$ cat src/rtl/ps2_pkg.sv
// Shared definitions for the PS/2 keyboard receiver: FSM states, prefix
// scancodes, keyb_char field positions and a parity helper.
package ps2_pkg;

    typedef enum logic [1:0] {
        IDLE,
        DATA,
        PARITY,
        STOP
    } ps2_state_e;

    localparam logic [7:0] PS2_BREAK = 8'hF0;
    localparam logic [7:0] PS2_EXT   = 8'hE0;

    // keyb_char field positions
    localparam int unsigned KC_SEQ_MSB  = 31;
    localparam int unsigned KC_SEQ_LSB  = 24;
    localparam int unsigned KC_EXT_BIT  = 9;
    localparam int unsigned KC_REL_BIT  = 8;
    localparam int unsigned KC_CODE_MSB = 7;
    localparam int unsigned KC_CODE_LSB = 0;

    // Odd parity holds when the 8 data bits plus the parity bit have an odd
    // number of ones.
    function automatic logic odd_parity_ok(input logic [7:0] data, input logic par);
        return ^{par, data};
    endfunction

endpackage

$ cat src/rtl/ps2_sync_edge.sv
// N-stage synchroniser for an asynchronous PS/2 line with a falling-edge
// pulse. The pulse is asserted in the same cycle the synchronised output
// first shows the low level, so a companion data line synchronised with the
// same depth is sampled in alignment with it.
module ps2_sync_edge #(
    parameter int unsigned STAGES = 2
) (
    input  logic clk,
    input  logic reset_n,
    input  logic din,
    output logic sync_o,
    output logic fall_o
);

    logic [STAGES-1:0] sync_q;
    logic              prev_q;

    // Shift chain resets to the bus idle level (1) so no edge follows reset.
    always_ff @(posedge clk) begin
        if (!reset_n) begin
            sync_q <= '1;
            prev_q <= 1'b1;
        end else begin
            sync_q <= STAGES'({sync_q, din});
            prev_q <= sync_q[STAGES-1];
        end
    end

    assign sync_o = sync_q[STAGES-1];
    assign fall_o = prev_q & ~sync_q[STAGES-1];

endmodule

$ cat src/rtl/ps2_keyboard.sv
// PS/2 keyboard receiver: synchronises ps2_clk/ps2_data, deframes 11-bit
// frames, folds E0/F0 prefixes into flags and publishes key events into a
// 32-bit register polled by the CPU.
// Optional feature: define PS2_PARITY_CHECK_EN to enforce odd parity.
module ps2_keyboard
    import ps2_pkg::*;
#(
    parameter int unsigned TIMEOUT_CYCLES = 100000,
    parameter int unsigned SYNC_STAGES    = 2
) (
    input  logic        clk,
    input  logic        reset_n,
    input  logic        ps2_clk,
    input  logic        ps2_data,
    output logic [31:0] keyb_char,
    output logic        key_event,
    output logic        frame_err
);

    localparam int unsigned CNT_W = $clog2(TIMEOUT_CYCLES + 1);
    localparam logic [CNT_W-1:0] CNT_LAST = CNT_W'(TIMEOUT_CYCLES - 1);

    logic                   clk_fall;
    logic                   clk_sync_unused;
    logic [SYNC_STAGES-1:0] dsync_q;
    logic                   data_s;

    ps2_state_e             state_q;
    logic [2:0]             bitcnt_q;
    logic [7:0]             shreg_q;
    logic [CNT_W-1:0]       cnt_q;
    logic [7:0]             seq_q;
    logic                   rel_q;
    logic                   ext_q;
    logic [31:0]            keyb_q;
    logic                   key_event_q;
    logic                   frame_err_q;
    logic                   timeout_hit;
`ifdef PS2_PARITY_CHECK_EN
    logic                   parity_err_q;
`endif

    ps2_sync_edge #(.STAGES(SYNC_STAGES)) u_clk_sync (
        .clk     (clk),
        .reset_n (reset_n),
        .din     (ps2_clk),
        .sync_o  (clk_sync_unused),
        .fall_o  (clk_fall)
    );

    // Data line synchroniser, same depth as the clock path for alignment.
    always_ff @(posedge clk) begin
        if (!reset_n) begin
            dsync_q <= '1;
        end else begin
            dsync_q <= SYNC_STAGES'({dsync_q, ps2_data});
        end
    end

    assign data_s = dsync_q[SYNC_STAGES-1] | (clk_sync_unused & 1'b0);

    // An edge in the terminal cycle takes priority over the timeout.
    assign timeout_hit = (state_q != IDLE) && !clk_fall && (cnt_q == CNT_LAST);

    // Frame FSM, timeout counter, prefix flags and registered outputs.
    always_ff @(posedge clk) begin
        if (!reset_n) begin
            state_q      <= IDLE;
            bitcnt_q     <= '0;
            shreg_q      <= '0;
            cnt_q        <= '0;
            seq_q        <= '0;
            rel_q        <= 1'b0;
            ext_q        <= 1'b0;
            keyb_q       <= '0;
            key_event_q  <= 1'b0;
            frame_err_q  <= 1'b0;
`ifdef PS2_PARITY_CHECK_EN
            parity_err_q <= 1'b0;
`endif
        end else begin
            key_event_q <= 1'b0;
            frame_err_q <= 1'b0;

            if (clk_fall || state_q == IDLE) begin
                cnt_q <= '0;
            end else begin
                cnt_q <= cnt_q + 1'b1;
            end

            if (timeout_hit) begin
                state_q     <= IDLE;
                frame_err_q <= 1'b1;
                rel_q       <= 1'b0;
                ext_q       <= 1'b0;
            end else if (clk_fall) begin
                case (state_q)
                    IDLE: begin
                        if (!data_s) begin
                            state_q  <= DATA;
                            bitcnt_q <= '0;
                        end else begin
                            frame_err_q <= 1'b1;
                        end
                    end
                    DATA: begin
                        shreg_q <= {data_s, shreg_q[7:1]};
                        if (bitcnt_q == 3'd7) begin
                            state_q <= PARITY;
                        end else begin
                            bitcnt_q <= bitcnt_q + 3'd1;
                        end
                    end
                    PARITY: begin
`ifdef PS2_PARITY_CHECK_EN
                        parity_err_q <= !odd_parity_ok(shreg_q, data_s);
`endif
                        state_q <= STOP;
                    end
                    STOP: begin
                        state_q <= IDLE;
                        if (!data_s) begin
                            frame_err_q <= 1'b1;
`ifdef PS2_PARITY_CHECK_EN
                        end else if (parity_err_q) begin
                            frame_err_q <= 1'b1;
`endif
                        end else if (shreg_q == PS2_BREAK) begin
                            rel_q <= 1'b1;
                        end else if (shreg_q == PS2_EXT) begin
                            ext_q <= 1'b1;
                        end else begin
                            keyb_q <= '0;
                            keyb_q[KC_SEQ_MSB:KC_SEQ_LSB]   <= seq_q + 8'd1;
                            keyb_q[KC_EXT_BIT]              <= ext_q;
                            keyb_q[KC_REL_BIT]              <= rel_q;
                            keyb_q[KC_CODE_MSB:KC_CODE_LSB] <= shreg_q;
                            seq_q       <= seq_q + 8'd1;
                            key_event_q <= 1'b1;
                            rel_q       <= 1'b0;
                            ext_q       <= 1'b0;
                        end
                    end
                    default: state_q <= IDLE;
                endcase
            end
        end
    end

    assign keyb_char = keyb_q;
    assign key_event = key_event_q;
    assign frame_err = frame_err_q;

endmodule

$ cat config.mk
export PLATFORM = sky130hd
export DESIGN_NAME = ps2_keyboard
export DESIGN_NICKNAME = d
export VERILOG_FILES = /design/src/rtl/ps2_pkg.sv /design/src/rtl/ps2_sync_edge.sv /design/src/rtl/ps2_keyboard.sv
export SDC_FILE = /design/constraint.sdc
export NUM_CORES = 1
export LEC_CHECK = 0
export BUFFER_PORTS_ARGS = -buffer_cell sky130_fd_sc_hd__buf_2
export CAP_MARGIN = 20
export CORE_MARGIN = 2
export CORE_UTILIZATION = 30
export DETAILED_ROUTE_END_ITERATION = 8
export GPL_TIMING_DRIVEN = 0
export HOLD_SLACK_MARGIN = 0.03
export PLACE_DENSITY = 0.59
export SLEW_MARGIN = 20
export SYNTH_ARGS = -nofsm -noshare
export SYNTH_HDL_FRONTEND = slang
export SYNTH_HIERARCHICAL = 1
export SYNTH_SLANG_ARGS = --single-unit
$ cat constraint.sdc
create_clock -name clk -period 2.5 [get_ports clk]
set_input_delay 0.5 -clock clk [delete_from_list [all_inputs] [get_ports clk]]
set_output_delay 0.5 -clock clk [all_outputs]
set_load 0.02 [all_outputs]
==> metrics <==
top post-synthesis cells by area=dfxtp_1 (46%), nand2_1 (6.3%), a21oi_1 (5.2%); crit path DAT=2.22 ns; RSZ-0062 raised after global routing=no; Post-synth ARST share=0; f_max=0.496 GHz; vias per inst=~4.5; number of DRC markers in iteration 0=68; Hold Path Sink=u_clk_sync/sync_q[0]; worst slew pin tran=0.583 ns; Clock Sinks=57; grt ovf=0; setup total negative slack=0 ns; Pwr per Cell Area=664 nW/um^2; Post-DP Area=approximately 2800 um^2; first-pass GRT wire length=8150 um; Initial Util=0.306; Avg Inst Size Synth=approximately 8.5 um^2; slew margin rel.=0.611; DIE AREA=around 9000 um^2; CP endpoint kind=flop; Cells after Synth=292; Layout Cells excl Fill=449; Remaining DRCs=0; worst skew pair latency=0.33 ns; area leader, netlist=dfxtp_1; Synth Flop Type=dfxtp_1; worst vdd ir=about 0.00037 V; clock-pin slew on the worst setup and hold paths=0.07 ns; DP HPWL=roughly 3400 um; vias=slightly above 2000; ant diodes=0; hold slack final=0.353 ns; WHS Path Cells=2; Pwr Total=approximately 2.0 mW; post-synthesis sequential area ratio=0.458; pre-CTS setup slack=0.435 ns; die width=~95 um; largest net degree at the start of global routing=13; worst r2r path cells=6; CP Max Fanout=5; Hold Crit Class=in -> reg; share of the synthesized area in the top cell type=0.458; CTS Buf Count=9; initial antenna violation count=0; Synth Cell Area=around 2500 um^2; Setup CP Type=reg -> reg; total routed wirelength=roughly 4700 um; min-delay src=ps2_clk; most frequent cells in the layout=dfxtp_1 (57), nand2_1 (42), nor2_1 (28); Clock Skews=0.00741 ns; post-CTS resize count=0; nets@finish=between 300 and 400; CP startpoint kind=flop; fin area=3020 um^2; router iterations before antenna repair=4; Area Growth Syn to Fin=21.3%; gpl congestion=between 0.7 and 0.8; minimum clock period after layout=2.01 ns; GR peak layer=met2; Core Area=between 8000 and 9000 um^2; vias in the first global route=1876; LEAKAGE=1.18 nW; Post-CTS Setup Inserts=0; Post-Place Cells=433; Multi-input gate area=between 1000 and 1500 um^2; FF-to-FF Start=state_q[0]; Reg-to-Reg End=rel_q; IO Port Bufs=23; # fillers=around 850; ratio of cells with drive above 1 in the final layout=0.169; GR Util met2=0.182; post-route setup slack=0.485 ns; Final ANT Viol Nets=0; grt met3 use=0.0490; R2R Setup Slk=just under 0.5 ns; met1 GRT Util=0.141; total track usage=0.115; Hold-fix buffers, CTS=0; Rows=33; clk buf depth=2; TritonCTS clock tree=done; Slew Viols, Final=0; final setup vio count=0; commonest non-fill, non-tap cell in the layout=dfxtp_1; H-tree depth=3; Hold Vio Cnt, Final=0; number of synthesized flops with an enable pin=0; FF/Latch Area=1140 um^2; max cap viols=0; Synthesis Warnings=6; Layout Utilization=0.371; FF+latch count, synth=57; count of cell types in the netlist=40; Die Ht=95.1 um; root buf cell=clkbuf_8; IO Count=38; outcome=finished clean; Avg WL per Cell=10.6 um; Required @ worst endpoint=2.71 ns; Final Cycle Share=0.806
==> layout make-up <==
class | instances | share of cell area
Multi-Input combinational cell | 213 | 0.400
Sequential cell | 57 | 0.378
Buffer | 24 | 0.0489
Clock buffer | 11 | 0.0435
Tap cell | 105 | 0.0435
Timing Repair Buffer | 23 | 0.0381
Clock inverter | 5 | 0.0344
Inverter | 11 | 0.0137
==> state kept, by name (all words and copies together), names as in the netlist <==
signal / cells
u_clk_sync/sync_q: 2
u_clk_sync/prev_q: 1
bitcnt_q: 3
cnt_q: 17
frame_err: 1
shreg_q: 8
state_q: 2
seq_q: 8
ext_q: 1
key_event: 1
keyb_char: 10
dsync_q: 2
rel_q: 1
==> cell usage after synthesis, types with 2 or more instances <==
library cell  number
a21o_1             2
a21oi_1           26
and2_1             4
buf_4             15
clkbuf_1           7
dfxtp_1           57
ha_1               8
inv_1             11
mux2_2             2
mux2i_1            5
nand2_1           42
nand2b_1           8
nand3_1           17
nand4_1            6
nor2_1            28
nor2b_1            2
nor3_1             4
nor4_1             5
o21ai_0            5
o31ai_1            2
or3_1              5
or4_1              2
xnor2_1           10
xor2_1             3
==> power by group <==
group          total, mW  switching [mW]  internal (mW)
registers          0.914         0.00206          0.912
clock network       1.02           0.361          0.663
logic             0.0665          0.0430         0.0234
==> metal layers <==
layer	wire [um]	part of all wire
met4	56	0.012
met1	2370	0.50
met2	2080	0.44
met5	0	0
met3	237	0.050
==> how the worst max path moves through the flow <==
stage	from	endpoint
CTS	u_clk_sync/prev_q	keyb_char[1]
finish	state_q[0]	rel_q
global placement	u_clk_sync/prev_q	keyb_char[1]
global route	u_clk_sync/prev_q	keyb_char[6]
floorplan	state_q[0]	rel_q
detailed placement	u_clk_sync/prev_q	keyb_char[1]
==> worst max-delay path: stages, from the launching register on <==
cell and delay (ns):
dfxtp_1 0.39, inv_1 0.08, ha_1 0.27, or4_1 0.53, nor4_1 0.27, a21o_1 0.27, nor3_1 0.08
==> cells by family (layout without fill, tap and decap cells) <==
kind of cell    count (synthesis)  after routing  synth area share
compound gates                 42             42            0.0975
xor+xnor                       13             13            0.0457
fa+ha+maj                       8              8            0.0402
buf+inv                        35             74            0.0759
flops                          57             57             0.458
mux                             7              7            0.0291
other cells                     1             14           0.00151
simple gates                  129            129             0.252
(Power assumes the default switching activity.)
